File: config.mk
export PLATFORM = sky130hd
export DESIGN_NAME = display_pic_scroll_flat
export DESIGN_NICKNAME = d
export VERILOG_FILES = /design/src/rtl/display_pic_scroll_if.sv /design/src/rtl/display_pic_scroll.sv /design/src/flat_wrapper.sv
export SDC_FILE = /design/constraint.sdc
export NUM_CORES = 1
export LEC_CHECK = 0
export BUFFER_PORTS_ARGS = -buffer_cell sky130_fd_sc_hd__buf_2
export CAP_MARGIN = 40
export CORE_ASPECT_RATIO = 0.9
export CORE_MARGIN = 2
export CORE_UTILIZATION = 46
export DETAILED_ROUTE_END_ITERATION = 8
export GPL_ROUTABILITY_DRIVEN = 0
export PLACE_DENSITY = 0.73
export SYNTH_ARGS = -nofsm -noshare
export SYNTH_HDL_FRONTEND = slang
export SYNTH_SLANG_ARGS = --single-unit
File: constraint.sdc
create_clock -name clk_div -period 2.7 [get_ports clk_div]
set_input_delay 0.54 -clock clk_div [delete_from_list [all_inputs] [get_ports clk_div]]
set_output_delay 0.54 -clock clk_div [all_outputs]
set_load 0.05 [all_outputs]
File: src/rtl/display_pic_scroll_if.sv
// Scan, scroll, ROM and pixel-out signal bundle for display_pic_scroll.
// The timing controller/testbench side uses master; the picture stage uses slave.
interface display_pic_scroll_if #(
    parameter int unsigned COLOR_BITS = 4,
    parameter int unsigned IMG_W_LOG2 = 10,
    parameter int unsigned IMG_H_LOG2 = 9
) ();
    logic [9:0]                       h_addr;
    logic [9:0]                       v_addr;
    logic                             valid_in;
    logic                             scroll_req;
    logic [IMG_W_LOG2-1:0]            scroll_dx;
    logic [IMG_H_LOG2-1:0]            scroll_dy;
    logic                             scroll_ack;
    logic [IMG_W_LOG2+IMG_H_LOG2-1:0] rom_addr;
    logic [3*COLOR_BITS-1:0]          rom_data;
    logic [23:0]                      data;
    logic                             valid_out;

    modport master (
        output h_addr, v_addr, valid_in, scroll_req, scroll_dx, scroll_dy, rom_data,
        input  scroll_ack, rom_addr, data, valid_out
    );

    modport slave (
        input  h_addr, v_addr, valid_in, scroll_req, scroll_dx, scroll_dy, rom_data,
        output scroll_ack, rom_addr, data, valid_out
    );
endinterface

File: src/rtl/display_pic_scroll.sv
// Picture display stage: scan position -> scaled/scrolled ROM address -> 24-bit RGB.
// Define DISPLAY_PIC_EXPAND_EN for bit-replicated channel expansion (default: left-aligned).
module display_pic_scroll #(
    parameter int unsigned COLOR_BITS = 4,
    parameter int unsigned IMG_W_LOG2 = 10,
    parameter int unsigned IMG_H_LOG2 = 9,
    parameter int unsigned SCALE_LOG2 = 0,
    parameter int unsigned ROM_LAT    = 1
) (
    input logic                clk_div,
    input logic                rst,
    display_pic_scroll_if.slave bus
);

    logic [IMG_W_LOG2-1:0] x_q, x_d;
    logic [IMG_H_LOG2-1:0] y_q, y_d;
    logic                  vld_a_q, vld_a_d;
    logic [ROM_LAT-1:0]    vpipe_q, vpipe_d;
    logic [23:0]           data_q, data_d;
    logic                  valid_out_q, valid_out_d;
    logic                  ack_q, ack_d;
    logic [IMG_W_LOG2-1:0] dx_pend_q, dx_pend_d, dx_act_q, dx_act_d;
    logic [IMG_H_LOG2-1:0] dy_pend_q, dy_pend_d, dy_act_q, dy_act_d;
    logic                  pend_q, pend_d;

    logic                  frame_start;
    logic                  activate;
    logic [9:0]            h_sh, v_sh;

    function automatic logic [7:0] expand_ch(input logic [COLOR_BITS-1:0] c);
        logic [7:0] r;
        r = '0;
`ifdef DISPLAY_PIC_EXPAND_EN
        for (int unsigned i = 0; i < 8; i++)
            r[7-i] = c[COLOR_BITS-1-(i % COLOR_BITS)];
`else
        for (int unsigned i = 0; i < COLOR_BITS; i++)
            r[7-i] = c[COLOR_BITS-1-i];
`endif
        return r;
    endfunction

    always_comb begin
        frame_start = bus.valid_in && (bus.h_addr == '0) && (bus.v_addr == '0);
        // A request landing on frame_start replaces the pending offsets and defers activation.
        activate    = frame_start && pend_q && !bus.scroll_req;

        dx_act_d  = activate ? dx_pend_q : dx_act_q;
        dy_act_d  = activate ? dy_pend_q : dy_act_q;
        dx_pend_d = bus.scroll_req ? bus.scroll_dx : dx_pend_q;
        dy_pend_d = bus.scroll_req ? bus.scroll_dy : dy_pend_q;
        pend_d    = bus.scroll_req ? 1'b1 : (activate ? 1'b0 : pend_q);
        ack_d     = activate;

        h_sh    = bus.h_addr >> SCALE_LOG2;
        v_sh    = bus.v_addr >> SCALE_LOG2;
        x_d     = IMG_W_LOG2'(h_sh) + dx_act_d;
        y_d     = IMG_H_LOG2'(v_sh) + dy_act_d;
        vld_a_d = bus.valid_in;

        vpipe_d    = '0;
        vpipe_d[0] = vld_a_q;
        for (int unsigned i = 1; i < ROM_LAT; i++)
            vpipe_d[i] = vpipe_q[i-1];

        valid_out_d = vpipe_q[ROM_LAT-1];
        data_d      = '0;
        if (vpipe_q[ROM_LAT-1])
            data_d = {expand_ch(bus.rom_data[3*COLOR_BITS-1 -: COLOR_BITS]),
                      expand_ch(bus.rom_data[2*COLOR_BITS-1 -: COLOR_BITS]),
                      expand_ch(bus.rom_data[COLOR_BITS-1:0])};
    end

    always_ff @(posedge clk_div or posedge rst) begin
        if (rst) begin
            x_q         <= '0;
            y_q         <= '0;
            vld_a_q     <= 1'b0;
            vpipe_q     <= '0;
            data_q      <= '0;
            valid_out_q <= 1'b0;
            ack_q       <= 1'b0;
            dx_pend_q   <= '0;
            dy_pend_q   <= '0;
            dx_act_q    <= '0;
            dy_act_q    <= '0;
            pend_q      <= 1'b0;
        end else begin
            x_q         <= x_d;
            y_q         <= y_d;
            vld_a_q     <= vld_a_d;
            vpipe_q     <= vpipe_d;
            data_q      <= data_d;
            valid_out_q <= valid_out_d;
            ack_q       <= ack_d;
            dx_pend_q   <= dx_pend_d;
            dy_pend_q   <= dy_pend_d;
            dx_act_q    <= dx_act_d;
            dy_act_q    <= dy_act_d;
            pend_q      <= pend_d;
        end
    end

    assign bus.rom_addr   = {x_q, y_q};
    assign bus.data       = data_q;
    assign bus.valid_out  = valid_out_q;
    assign bus.scroll_ack = ack_q;

endmodule
File: src/flat_wrapper.sv
// flat-port wrapper written by rule: the top's interface ports become plain ports
module display_pic_scroll_flat 
#(
    parameter int unsigned COLOR_BITS = 4,
    parameter int unsigned IMG_W_LOG2 = 10,
    parameter int unsigned IMG_H_LOG2 = 9,
    parameter int unsigned SCALE_LOG2 = 0,
    parameter int unsigned ROM_LAT    = 1
)
  (clk_div, rst, bus_h_addr, bus_v_addr, bus_valid_in, bus_scroll_req, bus_scroll_dx, bus_scroll_dy, bus_rom_data, bus_scroll_ack, bus_rom_addr, bus_data, bus_valid_out);
  display_pic_scroll_if #(.COLOR_BITS(COLOR_BITS), .IMG_W_LOG2(IMG_W_LOG2), .IMG_H_LOG2(IMG_H_LOG2)) bus_i ();
  input logic clk_div;
  input logic rst;
  input wire logic [$bits(bus_i.h_addr)-1:0] bus_h_addr;
  input wire logic [$bits(bus_i.v_addr)-1:0] bus_v_addr;
  input wire logic [$bits(bus_i.valid_in)-1:0] bus_valid_in;
  input wire logic [$bits(bus_i.scroll_req)-1:0] bus_scroll_req;
  input wire logic [$bits(bus_i.scroll_dx)-1:0] bus_scroll_dx;
  input wire logic [$bits(bus_i.scroll_dy)-1:0] bus_scroll_dy;
  input wire logic [$bits(bus_i.rom_data)-1:0] bus_rom_data;
  output wire logic [$bits(bus_i.scroll_ack)-1:0] bus_scroll_ack;
  output wire logic [$bits(bus_i.rom_addr)-1:0] bus_rom_addr;
  output wire logic [$bits(bus_i.data)-1:0] bus_data;
  output wire logic [$bits(bus_i.valid_out)-1:0] bus_valid_out;
  assign bus_i.h_addr = bus_h_addr;
  assign bus_i.v_addr = bus_v_addr;
  assign bus_i.valid_in = bus_valid_in;
  assign bus_i.scroll_req = bus_scroll_req;
  assign bus_i.scroll_dx = bus_scroll_dx;
  assign bus_i.scroll_dy = bus_scroll_dy;
  assign bus_i.rom_data = bus_rom_data;
  assign bus_scroll_ack = bus_i.scroll_ack;
  assign bus_rom_addr = bus_i.rom_addr;
  assign bus_data = bus_i.data;
  assign bus_valid_out = bus_i.valid_out;
  display_pic_scroll #(.COLOR_BITS(COLOR_BITS), .IMG_W_LOG2(IMG_W_LOG2), .IMG_H_LOG2(IMG_H_LOG2), .SCALE_LOG2(SCALE_LOG2), .ROM_LAT(ROM_LAT)) u_core (.clk_div(clk_div), .rst(rst), .bus(bus_i));
endmodule
==> flow_summary.toml <==
[job]
drv_cap = 0

[floorplanning]
start_util = 0.483
fp.coreArea_um2 = 6690
io-pin-count = 100
die_w_um = 92.3
die_y_um = 83.5
num_rows = 28
fp.dieArea_um2 = 7710

[yosys]
ys_ff_latch = 74
synthSimpleGateAreaFrac = 0.138
ys_seq_area_frac = 0.573
synthXorXnorAreaFrac = 0.0457
yosys_warnings = 0
yosys-top-cells-area = "dfrtp_1, nand2_1, mux2_2"
async_flop_share = 1.00
synth_area_um2 = 3230
synth_top_area_cell = "dfrtp_1"
yosysUniqueCellTypes = 33
synth_top_area_frac = 0.573
synth_edf_count = 0
synth_top_family_by_area = "simple AND/OR/NAND/NOR gates"
synthCells = 275
yosys.area_share.adder = 0.0783
synthTopCellsByCount = "dfrtp_1, nand2_1, mux2_2"
ys.flop_type = "dfrtp_1"
synthMostInstantiatedCell = "dfrtp_1"
avgSynthCellArea_um2 = 11.7
synth.mux.area_fraction = 0.0756
synth_compound_area_frac = 0.0430

[cts]
clk_pin_slew_ns = 0.07
cts_tree = "done"
htree_levels = 3
ctsHoldBuffers = 0
cts_root_buf = "clkbuf_8"
numCtsBuffers = 9
clock_sinks = 74
clockBufferDepth = 2
insertion_delay_ns = 0.35

[global_route]
grt_pass1_vias = 2513
grt_pass1_wl_um = 11800
grt_max_degree = 75
grt_usage = 0.198
grt_antenna_before_repair = 0
grt_overflow = 0

[route]
wl_per_cell_um = 14.2
vias = 2498
drcViolationCount = 0
wl_um = 7600
vias_per_cell = 4.66
drtPass1Iterations = 4
drt_iter0_drc = 88
postRouteAntennaNets = 0

[power]
p_leak_nw = 2.53
clockPowerShare = 0.369
swShare = 0.263
p_comb_frac = 0.153
p_int_w = 0.00183
seqPwrFrac = 0.478
max-vdd-ir-drop_mv = 0.435
p_sw_w = 0.000651
p_per_area_nw_per_um2 = 504

[timing]
fmax_mhz = 336
skew_ns = 0.00730
fin_ws_ns = -0.277
min_period_ns = 2.98
rsz0062_at_grt = "true"
hold_viol_final = 0
finalSetupViolCount = 9
fin_crit_sh = 1.10
drv_slew = 0
finalSetupTns_ns = -1.61

[placed_design]
dp_slack_ns = -0.795
numPortBuffers = 87
hpwlAfterDp_um = 5050
dp.cells = 505

[critical_path]
crit_fanout = 7
worst_setup_path_end_kind = "flop"
arrival_ns = 3.20
cp-start-kind = "input pin"
critPathRequiredTime_ns = 2.93
worstSetupPathType = "input pin to flop"

[cells_and_area]
final_util = 0.735
final_cells = 536
final_nets = 515
regArea_um2 = 1850
diodes = 0
drive_gt1_frac = 0.567
fillers = 444
multiInputGateArea_um2 = 1620
syn_to_final_growth_pct = 52.3

[status]
violations = "negative setup slack"
status = "finished, violations left"

[hold_path]
hold_class = "input pin to asynchronous set/reset pin"
## stage by stage
step / hold slack (ns) / power (W) / cell area (um^2)
floorplan: 0.331 / 0.00143 / 3320
global placement: 0.333 / 0.00155 / 4210
detailed placement: 0.339 / 0.00156 / 4210
CTS: 0.282 / 0.00248 / 4670
global route: 0.302 / 0.00258 / 4920
finish: 0.269 / 0.00248 / 4920
## state kept, by name, indices dropped and copies added, names as in the netlist, 9 cells and up
name,flops
u_core.bus.data,12
u_core.dx_act_q,10
u_core.dx_pend_q,10
u_core.dy_act_q,9
u_core.dy_pend_q,9
u_core.x_q,10
u_core.y_q,9
## power groups by stage
stage / combinational (W) / sequential, W / clock [W]
2_1_floorplan: 0.000142 / 0.00129 / 0
4_1_cts: 0.000365 / 0.00118 / 0.000933
6_report: 0.000379 / 0.00119 / 0.000914
5_1_grt: 0.000406 / 0.00119 / 0.000985
3_5_place_dp: 0.000350 / 0.00121 / 0
3_3_place_gp: 0.000344 / 0.00121 / 0
## final timing paths
check | startpoint | to | slack, ns | cells past startpoint
worst max-delay path | bus_h_addr[9] | u_core.y_q[7] | -0.28 | 16
worst min-delay path | rst | u_core.x_q[1] | 0.27 | 3
worst max register to register | u_core.pend_q | u_core.x_q[8] | -0.07 | 11
worst min register to register | u_core.vld_a_q | u_core.valid_out_d | 0.36 | 0
max in group asynchronous | rst | u_core.x_q[7] | 2.13 | 3
min in group clk_div | bus_valid_in | u_core.vld_a_q | 0.31 | 1
## cell type report
type,count,share of cell area
Clock inverter,5,0.0160
Multi-Input combinational cell,187,0.330
Sequential cell,74,0.377
Clock buffer,11,0.0267
Inverter,7,0.00534
Tap cell,90,0.0229
Timing Repair Buffer,162,0.223
## timing repair
item | 4_1_cts | 5_1_grt
setup endpoints to repair | 11 | 9
pin swaps | 17 | 25
setup buffers | 8 | 10
gates resized for setup | 47 | 38
## routing by layer
layer | track usage | part of all wire | routed length (um) | up-vias
li1 | - | - | - | 1215
met1 | 0.250 | 0.42 | 3160 | 1196
met2 | 0.330 | 0.52 | 3920 | 76
met3 | 0.0569 | 0.056 | 429 | 11
met4 | 0.0611 | 0.013 | 97 | 0
met5 | 0 | 0 | 0 | -
## cell usage in the layout, fill, tap and decap left out, types with 2 or more instances in the layout
cell | Yosys | final
clkbuf_8 | 0 | 9
buf_2 | 0 | 79
and2_1 | 12 | 12
nor4_4 | 0 | 3
o21ai_2 | 0 | 4
xnor2_1 | 14 | 10
inv_1 | 7 | 5
ha_4 | 0 | 8
conb_1 | 1 | 12
clkinv_2 | 0 | 2
a21o_1 | 3 | 3
nand2b_1 | 4 | 4
bufinv_16 | 0 | 2
fa_2 | 0 | 2
buf_4 | 12 | 67
mux2_4 | 2 | 2
dfrtp_1 | 74 | 74
ha_1 | 17 | 7
nand2_2 | 0 | 11
buf_8 | 0 | 2
nand2_4 | 0 | 2
xnor2_2 | 1 | 4
inv_2 | 0 | 2
ha_2 | 0 | 2
nand2_1 | 61 | 48
o21ai_1 | 0 | 3
buf_6 | 1 | 13
a21oi_2 | 0 | 3
clkbuf_1 | 5 | 2
nor2_1 | 6 | 4
mux2_2 | 19 | 19
o41ai_2 | 0 | 2
a21oi_1 | 7 | 3
## worst max-delay path, stage by stage
cell and delay (ns):
buf_8 0.10, nor4_4 0.31, nand2_1 0.15, buf_6 0.15, nor4_4 0.29, buf_4 0.17, buf_6 0.11, buf_6 0.13
nand2_1 0.06, nand2_1 0.09, ha_1 0.27, nand2_1 0.08, o21ai_1 0.08, or4_1 0.44, o311ai_2 0.10, xnor2_1 0.11
## cell families after synthesis
family / count (synthesis)
flip-flops: 74
buffers and inverters: 25
adder cells (fa/ha/maj): 19
XOR/XNOR: 16
AND/OR/NAND/NOR: 96
other: 1
multiplexers: 21
AO/OA/AOI/OAI: 23
Note: power is estimated with default switching activity, not from simulation.
